--- src/rtl/bus_params_pkg.sv ---
// Shared AXI bus parameters, write-master FSM states and AXI encodings.
package bus_params_pkg;

  localparam int unsigned BUS_AW  = 32;
  localparam int unsigned BUS_DW  = 32;
  localparam int unsigned BUS_IDW = 4;
  localparam int unsigned BUS_DS  = 3;

  typedef enum logic [1:0] {
    IDLE = 2'd0,
    XFER = 2'd1,
    RESP = 2'd2,
    ERR  = 2'd3
  } wr_state_e;

  localparam logic [1:0] BURST_FIXED = 2'd0;
  localparam logic [1:0] BURST_INCR  = 2'd1;
  localparam logic [1:0] BURST_WRAP  = 2'd2;

  localparam logic [1:0] RESP_OKAY   = 2'd0;
  localparam logic [1:0] RESP_EXOKAY = 2'd1;
  localparam logic [1:0] RESP_SLVERR = 2'd2;
  localparam logic [1:0] RESP_DECERR = 2'd3;

  // Fixed AW attributes: normal access, privileged data, write-back allocate.
  localparam logic       WR_ADDR_LOCK  = 1'b0;
  localparam logic [2:0] WR_ADDR_PROT  = 3'b001;
  localparam logic [3:0] WR_ADDR_CACHE = 4'b1111;

endpackage

--- src/rtl/axi_wr_master.sv ---
// Single-outstanding AXI4 write master.
// Accepts one command (id/addr/len/size/burst), issues AW, streams len+1 W
// beats from the upstream wd_* stream (WLAST on the final beat), collects B
// and reports completion with a one-cycle done_o pulse.
// Ports:
//   clk_i, rst_ni             clock, async active-low reset
//   cmd_*                     command handshake and fields
//   wd_*                      upstream write-data stream
//   aw*, w*, b*               AXI4 write address / data / response channels
//   done_o, done_resp_o,      completion pulse, final response, completed ID
//   done_id_o, id_err_o       and BID mismatch flag (pulses with done_o)
module axi_wr_master
  import bus_params_pkg::*;
#(
  parameter int unsigned AW  = BUS_AW,
  parameter int unsigned DW  = BUS_DW,
  parameter int unsigned DBW = DW / 8,
  parameter int unsigned IDW = BUS_IDW
) (
  input  logic              clk_i,
  input  logic              rst_ni,

  input  logic              cmd_valid_i,
  output logic              cmd_ready_o,
  input  logic [IDW-1:0]    cmd_id_i,
  input  logic [AW-1:0]     cmd_addr_i,
  input  logic [7:0]        cmd_len_i,
  input  logic [BUS_DS-1:0] cmd_size_i,
  input  logic [1:0]        cmd_burst_i,

  input  logic              wd_valid_i,
  output logic              wd_ready_o,
  input  logic [DW-1:0]     wd_data_i,
  input  logic [DBW-1:0]    wd_strb_i,

  output logic              awvalid_o,
  input  logic              awready_i,
  output logic [IDW-1:0]    awid_o,
  output logic [AW-1:0]     awaddr_o,
  output logic [7:0]        awlen_o,
  output logic [2:0]        awsize_o,
  output logic [1:0]        awburst_o,
  output logic              awlock_o,
  output logic [3:0]        awcache_o,
  output logic [2:0]        awprot_o,

  output logic              wvalid_o,
  input  logic              wready_i,
  output logic [DW-1:0]     wdata_o,
  output logic [DBW-1:0]    wstrb_o,
  output logic              wlast_o,

  input  logic              bvalid_i,
  output logic              bready_o,
  input  logic [IDW-1:0]    bid_i,
  input  logic [1:0]        bresp_i,

  output logic              done_o,
  output logic [1:0]        done_resp_o,
  output logic [IDW-1:0]    done_id_o,
  output logic              id_err_o
);

  // Largest legal AWSIZE for this data width.
  localparam int unsigned SIZE_MAX = $clog2(DBW);

  wr_state_e          state_q, state_d;

  logic               cmd_ready_q, cmd_ready_d;
  logic               awvalid_q, awvalid_d;
  logic               aw_done_q, aw_done_d;
  logic               w_done_q, w_done_d;
  logic               bready_q, bready_d;
  logic               done_q, done_d;
  logic               id_err_q, id_err_d;
  logic [IDW-1:0]     awid_q, awid_d;
  logic [AW-1:0]      awaddr_q, awaddr_d;
  logic [7:0]         awlen_q, awlen_d;
  logic [2:0]         awsize_q, awsize_d;
  logic [1:0]         awburst_q, awburst_d;
  logic [7:0]         beat_cnt_q, beat_cnt_d;
  logic [1:0]         done_resp_q, done_resp_d;
  logic [IDW-1:0]     done_id_q, done_id_d;

  logic cmd_hs, size_bad, w_active, aw_hs, w_hs, w_last, aw_fin, w_fin, b_hs;

  // Handshake decode shared by next-state and output logic.
  always_comb begin
    cmd_hs   = cmd_valid_i & cmd_ready_q;
    size_bad = cmd_size_i > BUS_DS'(SIZE_MAX);
    w_active = (state_q == XFER) & ~w_done_q;
    aw_hs    = awvalid_q & awready_i;
    w_hs     = w_active & wd_valid_i & wready_i;
    w_last   = (beat_cnt_q == awlen_q);
    aw_fin   = aw_done_q | aw_hs;
    w_fin    = w_done_q | (w_hs & w_last);
    b_hs     = bready_q & bvalid_i;
  end

  // State register.
  always_ff @(posedge clk_i or negedge rst_ni) begin
    if (!rst_ni) begin
      state_q <= IDLE;
    end else begin
      state_q <= state_d;
    end
  end

  // Next-state logic.
  always_comb begin
    state_d = state_q;
    case (state_q)
      IDLE: if (cmd_hs) state_d = size_bad ? ERR : XFER;
      XFER: if (aw_fin && w_fin) state_d = RESP;
      RESP: if (b_hs) state_d = IDLE;
      ERR:  state_d = IDLE;
      default: state_d = IDLE;
    endcase
  end

  // Output and datapath next values.
  always_comb begin
    cmd_ready_d = (state_d == IDLE);
    bready_d    = (state_d == RESP);
    awvalid_d   = awvalid_q;
    aw_done_d   = aw_done_q;
    w_done_d    = w_done_q;
    awid_d      = awid_q;
    awaddr_d    = awaddr_q;
    awlen_d     = awlen_q;
    awsize_d    = awsize_q;
    awburst_d   = awburst_q;
    beat_cnt_d  = beat_cnt_q;
    done_d      = 1'b0;
    id_err_d    = 1'b0;
    done_resp_d = done_resp_q;
    done_id_d   = done_id_q;

    if (cmd_hs) begin
      awid_d     = cmd_id_i;
      awaddr_d   = cmd_addr_i;
      awlen_d    = cmd_len_i;
      awsize_d   = 3'(cmd_size_i);
      awburst_d  = cmd_burst_i;
      beat_cnt_d = 8'd0;
      aw_done_d  = 1'b0;
      w_done_d   = 1'b0;
      awvalid_d  = ~size_bad;
    end

    if (aw_hs) begin
      awvalid_d = 1'b0;
      aw_done_d = 1'b1;
    end

    if (w_hs) begin
      beat_cnt_d = beat_cnt_q + 8'd1;
      if (w_last) w_done_d = 1'b1;
    end

    if ((state_q == RESP) && b_hs) begin
      done_d      = 1'b1;
      done_resp_d = bresp_i;
      done_id_d   = awid_q;
      id_err_d    = (bid_i != awid_q);
    end

    // Oversized beat: report SLVERR without touching the bus.
    if (state_q == ERR) begin
      done_d      = 1'b1;
      done_resp_d = RESP_SLVERR;
      done_id_d   = awid_q;
    end
  end

  // Datapath and output registers.
  always_ff @(posedge clk_i or negedge rst_ni) begin
    if (!rst_ni) begin
      cmd_ready_q <= 1'b0;
      awvalid_q   <= 1'b0;
      aw_done_q   <= 1'b0;
      w_done_q    <= 1'b0;
      bready_q    <= 1'b0;
      done_q      <= 1'b0;
      id_err_q    <= 1'b0;
      awid_q      <= '0;
      awaddr_q    <= '0;
      awlen_q     <= '0;
      awsize_q    <= '0;
      awburst_q   <= '0;
      beat_cnt_q  <= '0;
      done_resp_q <= '0;
      done_id_q   <= '0;
    end else begin
      cmd_ready_q <= cmd_ready_d;
      awvalid_q   <= awvalid_d;
      aw_done_q   <= aw_done_d;
      w_done_q    <= w_done_d;
      bready_q    <= bready_d;
      done_q      <= done_d;
      id_err_q    <= id_err_d;
      awid_q      <= awid_d;
      awaddr_q    <= awaddr_d;
      awlen_q     <= awlen_d;
      awsize_q    <= awsize_d;
      awburst_q   <= awburst_d;
      beat_cnt_q  <= beat_cnt_d;
      done_resp_q <= done_resp_d;
      done_id_q   <= done_id_d;
    end
  end

  assign cmd_ready_o = cmd_ready_q;

  assign awvalid_o = awvalid_q;
  assign awid_o    = awid_q;
  assign awaddr_o  = awaddr_q;
  assign awlen_o   = awlen_q;
  assign awsize_o  = awsize_q;
  assign awburst_o = awburst_q;
  assign awlock_o  = WR_ADDR_LOCK;
  assign awcache_o = WR_ADDR_CACHE;
  assign awprot_o  = WR_ADDR_PROT;

  // W channel is a gated passthrough of the upstream stream.
  assign wvalid_o   = wd_valid_i & w_active;
  assign wd_ready_o = wready_i & w_active;
  assign wdata_o    = wd_data_i;
  assign wstrb_o    = wd_strb_i;
  assign wlast_o    = w_active & w_last;

  assign bready_o    = bready_q;
  assign done_o      = done_q;
  assign done_resp_o = done_resp_q;
  assign done_id_o   = done_id_q;
  assign id_err_o    = id_err_q;

endmodule

--- config.mk ---
export PLATFORM = sky130hd
export DESIGN_NAME = axi_wr_master
export DESIGN_NICKNAME = d
export VERILOG_FILES = /design/src/rtl/bus_params_pkg.sv /design/src/rtl/axi_wr_master.sv
export SDC_FILE = /design/constraint.sdc
export NUM_CORES = 1
export LEC_CHECK = 0
export CORE_MARGIN = 2
export CORE_UTILIZATION = 30
export DETAILED_ROUTE_END_ITERATION = 8
export PLACE_DENSITY_LB_ADDON = 0.25
export SLEW_MARGIN = 30
export SYNTH_ARGS = -nofsm -noshare
export SYNTH_HDL_FRONTEND = slang
export SYNTH_SLANG_ARGS = --single-unit
--- constraint.sdc ---
create_clock -name clk_i -period 1.6 [get_ports clk_i]
set_input_delay 0.32 -clock clk_i [delete_from_list [all_inputs] [get_ports clk_i]]
set_output_delay 0.32 -clock clk_i [all_outputs]
set_load 0.05 [all_outputs]
== Yosys cells after proc, flatten, opt, wreduce, memory -nomap -nowiden ==
Index checks and enable logic that the tools add are counted.
Widths: inputs -> output; s select.

* Add/sub/neg operators: 1
* Bitwise logic cells: 13
* Equal/unequal tests: 6
* $lt $le $gt $ge: 1
* Reductions and logical operators: 7
* Multiplexer cells: 21

{| class="wikitable"
|+ Operators with widths
! kind !! number
|-
| $mux 8 || 2
|-
| $mux 2 || 6
|-
| $mux 1 || 10
|-
| $and 1x1->1 || 9
|-
| $add 8x1->8 const B || 1
|-
| $eq 8x8->1 || 1
|-
| $mux 4 || 2
|-
| $pmux 2 s4 || 1
|-
| $eq 2x2->1 const B || 3
|-
| $reduce_bool 2->1 || 3
|-
| $logic_not 2->1 || 2
|-
| $ne 4x4->1 || 1
|-
| $gt 3x2->1 const B || 1
|-
| $eq 2x1->1 const B || 1
|-
| $logic_and 1x1->1 || 2
|-
| $not 1->1 || 2
|-
| $or 1x1->1 || 2
|}

* Logic and storage cells: 65
* Input port bits: 98
* Register bits after elaboration: 72

== Depth between registers and ports, before layout ==
Gate-level depths: netlist of the first run.

* Depth after elaboration: 10
* Depth in mapped cells: 6
* Gate-level depth less buffers: 5

== Worst setup path after synthesis of the first run ==
Ideal clock, no wire load.

* Kind: reg-to-output
* From: reg awlen_q[2] (netlist: awlen_o[2])
* To: out wlast_o
* Buffers on the path: 0
* Path slack: -350 ps
* Arrival time: 1,630 ps
* Cell stages (with the launch flop): 4
* Required time: 1,280 ps
* Cell sequence: dfrtp_1 xor2_1 nor4_2 and3_1

* Cells in the longest elaborated chain, start to end: 2

{| class="wikitable"
|+ Ends and longest elaborated chain
! item !! line !! RTL
|-
| start, declared || axi_wr_master.sv:78 || <nowiki>logic [7:0] awlen_q, awlen_d;</nowiki>
|-
| start signal, assigned || axi_wr_master.sv:204 || <nowiki>awlen_q <= awlen_d;</nowiki>
|-
| $eq 8x8->1 || axi_wr_master.sv:94 || <nowiki>w_last = (beat_cnt_q == awlen_q);</nowiki>
|-
| $and 1x1->1 || axi_wr_master.sv:230 || <nowiki>assign wlast_o = w_active & w_last;</nowiki>
|-
| end, declared || axi_wr_master.sv:51 || <nowiki>output logic wlast_o,</nowiki>
|}

Every way passes these cells.

== Worst setup path after layout of the first run ==
* From: reg beat_cnt_q[6]
* To: out wlast_o

* Cells in the longest elaborated chain, start to end: 2

{| class="wikitable"
|+ Ends and longest elaborated chain
! item !! line !! RTL
|-
| start, declared || axi_wr_master.sv:81 || <nowiki>logic [7:0] beat_cnt_q, beat_cnt_d;</nowiki>
|-
| start signal, assigned || axi_wr_master.sv:207 || <nowiki>beat_cnt_q <= beat_cnt_d;</nowiki>
|-
| $eq 8x8->1 || axi_wr_master.sv:94 ||
|-
| $and 1x1->1 || axi_wr_master.sv:230 ||
|}

Every way passes these cells.

==> flow_summary.ini, run 1 <==
[floorplan]
die_y_um = 110
placementRows = 38
die-area_um2 = 12100
start_util_pct = 30.9
io_pins = 205
core_area_um2 = 10900
fp.dieW_um = 110

[global_route]
grt_pass1_wl_mm = 12.0
grt.overflow.total = 0
grt_start_max_net_pins = 31
grt_pass1_vias = 2480
grt_usage_pct = 13.0
antenna_found_initial = 0

[critical_path]
worst_path_max_delay_cell = dfrtp_1
path_cells = xor2_1 -> nor4_2 -> buf_4 -> and3_4 -> buf_12
cp_max_fo = 2
worst_ep_arrival_time_ns = 1.63
crit_path_start_kind = flip-flop
r2r_cells = 5
path_buf_inv = 2
path_depth = 5
cp_data_required_time_ns = 1.28
end_kind = output pin
crit_type = flip-flop to output pin
max_stage_delay_ns = 0.39
crit_family = simple AND/OR/NAND/NOR gates

[yosys]
synth_commonest_cells = dfrtp_1 (72), mux2_2 (53), buf_4 (44)
async_flop_share_pct = 100
yosys.area.top_type = dfrtp_1
yosysMostFrequentCell = dfrtp_1
synth-seq-cells = 72
yosysSeqAreaShare_pct = 53.3
synth_area_leaders = dfrtp_1 (53%), mux2_2 (18%), buf_4 (9.8%), xor2_1 (3.4%), nand2_1 (1.2%)
synth_edf_count = 0
syn_area_um2 = 3380
ys_types = 38
syn_area_per_cell_um2 = 12.7
ys.flop_type = dfrtp_1
syn_inst = 267
synth_top_area_share_pct = 53.3
ys_warn_count = 0

[detailed_routing]
drt-wirelength-per-cell_um = 14.2
final_antenna_net_count = 0
wirelength_mm = 7.70
viasPerCell = 4.41
num_vias = 2399
drt_iter0_markers = 83
dr.pass1.iters = 4
drc_errors = 0

[cells_and_area]
diodes = 0
drive_gt1_share_pct = 48.3
area_delta_synth_final_pct = 53.2
nets = 499

[placement]
gp_congestion = 0.768
io_buffer_count = 124
place_ws_ns = -0.123
dp_hpwl_mm = 5.67

[status]
status = finished with violations
failed_checks = negative setup slack

[timing]
finClkSkew_ns = 0.00254
hold_viol = 0
finalCritPeriodShare_pct = 122
timing.hold.ws_ns = 0.477
slew_viol_final = 0
fmax_mhz = 513
rsz0062_at_grt = true
layout_setup_ws_ns = -0.348
fin_setup_tns_ns = -0.505
setup_viol = 3
min_period_ns = 1.95

[run]
maxCapViolations = 0

[clock_network]
clock_latency_ns = 0.32
ctsRootBufferMaster = clkbuf_16
path_clk_slew_ns = 0.06
cts_max_level = 3
cts_buffers = 9
cts_tree = yes
clock-sinks = 72
cts_buffer_depth = 2

[power]
powerDensity_nw_per_um2 = 2370
p_leak_nw = 2.36
ir_drop_mv = 1.09

[hold_path]
hold_path.class = input pin to async pin
## per-layer routing
| metal | vias up | GRT usage, % | wire (um) |
|---|---|---|---|
| met3 | 18 | 3.35 | 526 |
| met5 | - | 0 | 0 |
| met1 | 1160 | 16.8 | 3280 |
| li1 | 1134 | - | - |
| met4 | 0 | 6.52 | 133 |
| met2 | 87 | 20.1 | 3770 |
## layout by cell type (no fill, tap or decap), types with 3 or more instances in the layout
cell type	instances
dfrtp_2	7
o21ai_0	5
xor2_1	13
clkdlybuf4s50_1	60
inv_1	6
nand2_1	11
buf_12	22
buf_4	86
a21oi_1	3
dfrtp_1	65
mux2_2	53
conb_1	8
o22a_1	3
o22ai_1	3
nand3_1	4
nor2_1	6
clkbuf_16	9
clkinv_2	4
## metrics by stage
stage | instances | power, W | util (%) | instance area, um^2
finish | 544 | 0.0123 | 47.4 | 5180
global route | 544 | 0.0129 | 47.4 | 5180
CTS | 543 | 0.0124 | 47.2 | 5170
detailed placement | 517 | 0.0103 | 43.9 | 4810
global placement | 517 | 0.0102 | 43.9 | 4810
floorplan | 273 | 0.00768 | - | 3420
## cells by family (layout without fill, tap and decap cells)
family,Yosys count,after routing,share of synthesized area (%)
muxes,54,54,17.9
buffers and inverters,59,190,12.3
xor gates and xnor gates,15,15,3.88
adders and majority gates,1,1,0.370
AOI/OAI and AO/OA,25,25,4.99
other,2,8,0.222
DFF,72,72,53.3
and+or+nand+nor,39,39,7.03
## report_power, final
group,total [W],switching [W],internal [W]
sequential,0.00322,0.000562,0.00266
combinational,0.00722,0.00412,0.00310
clock,0.00182,0.000712,0.00111
total,0.0123,0.00539,0.00687
## timing repair
item	in CTS	in global routing
pin swaps	4	6
hold endpoints to repair	28	0
hold buffers	1	0
buffers inserted	10	2
resized for setup	1	1
setup endpoints to repair	3	4
## worst paths after layout
kind                                from             to  slack (ns)
max                        beat_cnt_q[6]        wlast_o       -0.35
min                               rst_ni     awlen_o[1]        0.48
max reg2reg                   state_q[1]  beat_cnt_q[5]        0.09
min reg2reg                    aw_done_q      aw_done_q        0.50
max in group asynchronous         rst_ni   awaddr_o[30]        0.59
min in group clk_i             aw_done_q      aw_done_q        0.50
## flip-flops by register name, indices dropped and copies added, names as in the netlist, 2 cells and up
name and cells:
awaddr_o 32, awlen_o 8, beat_cnt_q 8, awid_o 4, done_id_o 4, awsize_o 3
awburst_o 2, done_resp_o 2, state_q 2
## cell type report
type / instances / area, um^2
fillers: 1054 / 5750
flip-flops and latches: 72 / 1810
repair buffers: 169 / 1700
multi-input cells: 142 / 1200
clock buffers: 11 / 253
well taps: 140 / 175
inverters: 6 / 22.5
clock inverters: 4 / 20.0
No activity file was read; power rests on OpenSTA's default activity.
==> inputs of run 2 (changes only) <==
--- a/config.mk
+++ b/config.mk
@@ -5,8 +5,10 @@
 export SDC_FILE = /design/constraint.sdc
 export NUM_CORES = 1
 export LEC_CHECK = 0
+export CELL_PAD_IN_SITES_DETAIL_PLACEMENT = 0
+export CELL_PAD_IN_SITES_GLOBAL_PLACEMENT = 2
 export CORE_MARGIN = 2
-export CORE_UTILIZATION = 30
+export CORE_UTILIZATION = 22
 export DETAILED_ROUTE_END_ITERATION = 8
 export PLACE_DENSITY_LB_ADDON = 0.25
 export SLEW_MARGIN = 30
==> flow_summary.ini, run 2 (synthesized netlist as in run 1, its figures left out) <==
[status]
status = finished with violations
failed_checks = negative hold slack, negative setup slack

[power]
powerDensity_nw_per_um2 = 2360
p_sw_share_pct = 44.0
p_leak_nw = 2.31
power_frac_seq_pct = 26.4
p_int_w = 0.00685
clockPowerShare_pct = 16.2
combPwrFrac_pct = 57.4
ir_drop_mv = 1.09
netSwitchingPower_w = 0.00538

[detailed_routing]
num_vias = 2344
wirelength_mm = 7.92
viasPerCell = 4.03
drt_iter0_markers = 70
drt-wirelength-per-cell_um = 13.6
drc_errors = 0
dr.pass1.iters = 4
final_antenna_net_count = 0

[timing]
layout_setup_ws_ns = -0.415
finalCritPeriodShare_pct = 126
finClkSkew_ns = 0.00338
timing.hold.ws_ns = -0.00236
rsz0062_at_grt = true
fin_setup_tns_ns = -0.602
hold_viol = 1
min_period_ns = 2.02
fmax_mhz = 496
setup_viol = 3
slew_viol_final = 0

[global_route]
grt_usage_pct = 10.2
grt_start_max_net_pins = 73
grt_pass1_vias = 2463
antenna_found_initial = 0
grt.overflow.total = 0
grt_pass1_wl_mm = 12.7

[critical_path]
path_cells = xor2_1 -> nor4_2 -> buf_4 -> and3_4 -> buf_12
max_stage_delay_ns = 0.38
end_kind = output pin
cp_data_required_time_ns = 1.28
crit_path_start_kind = flip-flop
crit_family = simple AND/OR/NAND/NOR gates
cp_max_fo = 2
worst_path_max_delay_cell = dfrtp_1
path_buf_inv = 2
worst_ep_arrival_time_ns = 1.70
crit_type = flip-flop to output pin

[floorplan]
io_pins = 205
core_area_um2 = 15100
placementRows = 45
die-area_um2 = 16400
fp.dieW_um = 128
start_util_pct = 22.4
die_y_um = 128

[cells_and_area]
layout_common_cells = buf_4 (76), dfrtp_1 (65), clkdlybuf4s50_1 (60)
drive_gt1_share_pct = 47.1
final_common_cell = buf_4
diodes = 0
area_delta_synth_final_pct = 53.3
nets = 488
largest_reg_flops = 32

[placement]
place_ws_ns = -0.157
dp_hpwl_mm = 5.80
io_buffer_count = 124
gp_congestion = 0.690

[clock_network]
ctsHoldBuffers = 0
ctsRootBufferMaster = clkbuf_16
clock-sinks = 72
path_clk_slew_ns = 0.06
cts_max_level = 3
cts_tree = yes
cts_buffer_depth = 2
clock_latency_ns = 0.33
cts_buffers = 9

[hold_path]
hold_path.class = input pin to async pin

[run]
maxCapViolations = 0
-- run 2: cell count changes in the layout (fill, tap and decap cells not counted), sizes merged --
cell,change
buf,-10
clkinv,-1
dlygate4sd3,-1
bufinv,+1
-- run 2: layout make-up --
class	instances	area (um^2)
Fill cell	1515	9900
Clock inverter	4	45.0
Inverter	6	22.5
Clock buffer	11	243
Sequential cell	72	1810
Timing Repair Buffer	158	1610
Tap cell	188	235
Multi-Input combinational cell	142	1220
-- run 2: power by group through the flow --
stage                     clock (W)  sequential [W]  combinational (W)
after CTS                   0.00208         0.00324            0.00711
after global routing        0.00216         0.00335            0.00736
after global placement            0         0.00325            0.00704
final                       0.00198         0.00323            0.00702
after floorplan                   0         0.00584            0.00184
after detailed placement          0         0.00326            0.00705
-- run 2: worst paths after layout --
kind | startpoint | to | slack [ns] | cells past startpoint
worst min-delay path | rst_ni | awlen_o[1] | -0.002 | 2
worst max-delay path | beat_cnt_q[6] | wlast_o | -0.42 | 5
min in group clk_i | awaddr_o[15] | awaddr_o[15] | 0.51 | 1
max in group asynchronous | rst_ni | cmd_ready_o | 1.28 | 2
worst max register to register | beat_cnt_q[6] | state_q[1] | 0.04 | 6
worst min register to register | awaddr_o[15] | awaddr_o[15] | 0.51 | 1
-- run 2: routing by layer --
metal	vias to the layer above	track usage, %	routed length (um)
met1	1114	12.7	3400
met5	-	0	0
met2	96	14.8	3580
met3	22	4.30	720
met4	0	6.08	206
li1	1112	-	-
-- run 2: worst register-to-register path, delay by kind of cell (launching register included) --
family	cells	cell delay (ns)
and+or+nand+nor	2	0.44
AOI/OAI and AO/OA	1	0.20
xor gates and xnor gates	1	0.17
DFF	1	0.38
buffers and inverters	2	0.28
-- run 2: metrics by stage --
step / util [%] / hold WS, ns / power, W / area, um^2 / std cells
floorplan: - / 0.0244 / 0.00768 / 3420 / 273
global placement: 32.1 / 0.380 / 0.0103 / 4850 / 563
detailed placement: 32.1 / 0.374 / 0.0103 / 4850 / 563
CTS: 34.3 / 0.0143 / 0.0124 / 5170 / 581
global route: 34.4 / 0.0249 / 0.0129 / 5190 / 581
finish: 34.4 / -0.00236 / 0.0122 / 5190 / 581
-- run 2: what timing repair did --
item                       in CTS  in global routing
buffers inserted                3                  0
gates resized for setup         2                  2
setup endpoints to repair       5                  8
pin swaps                       4                  2
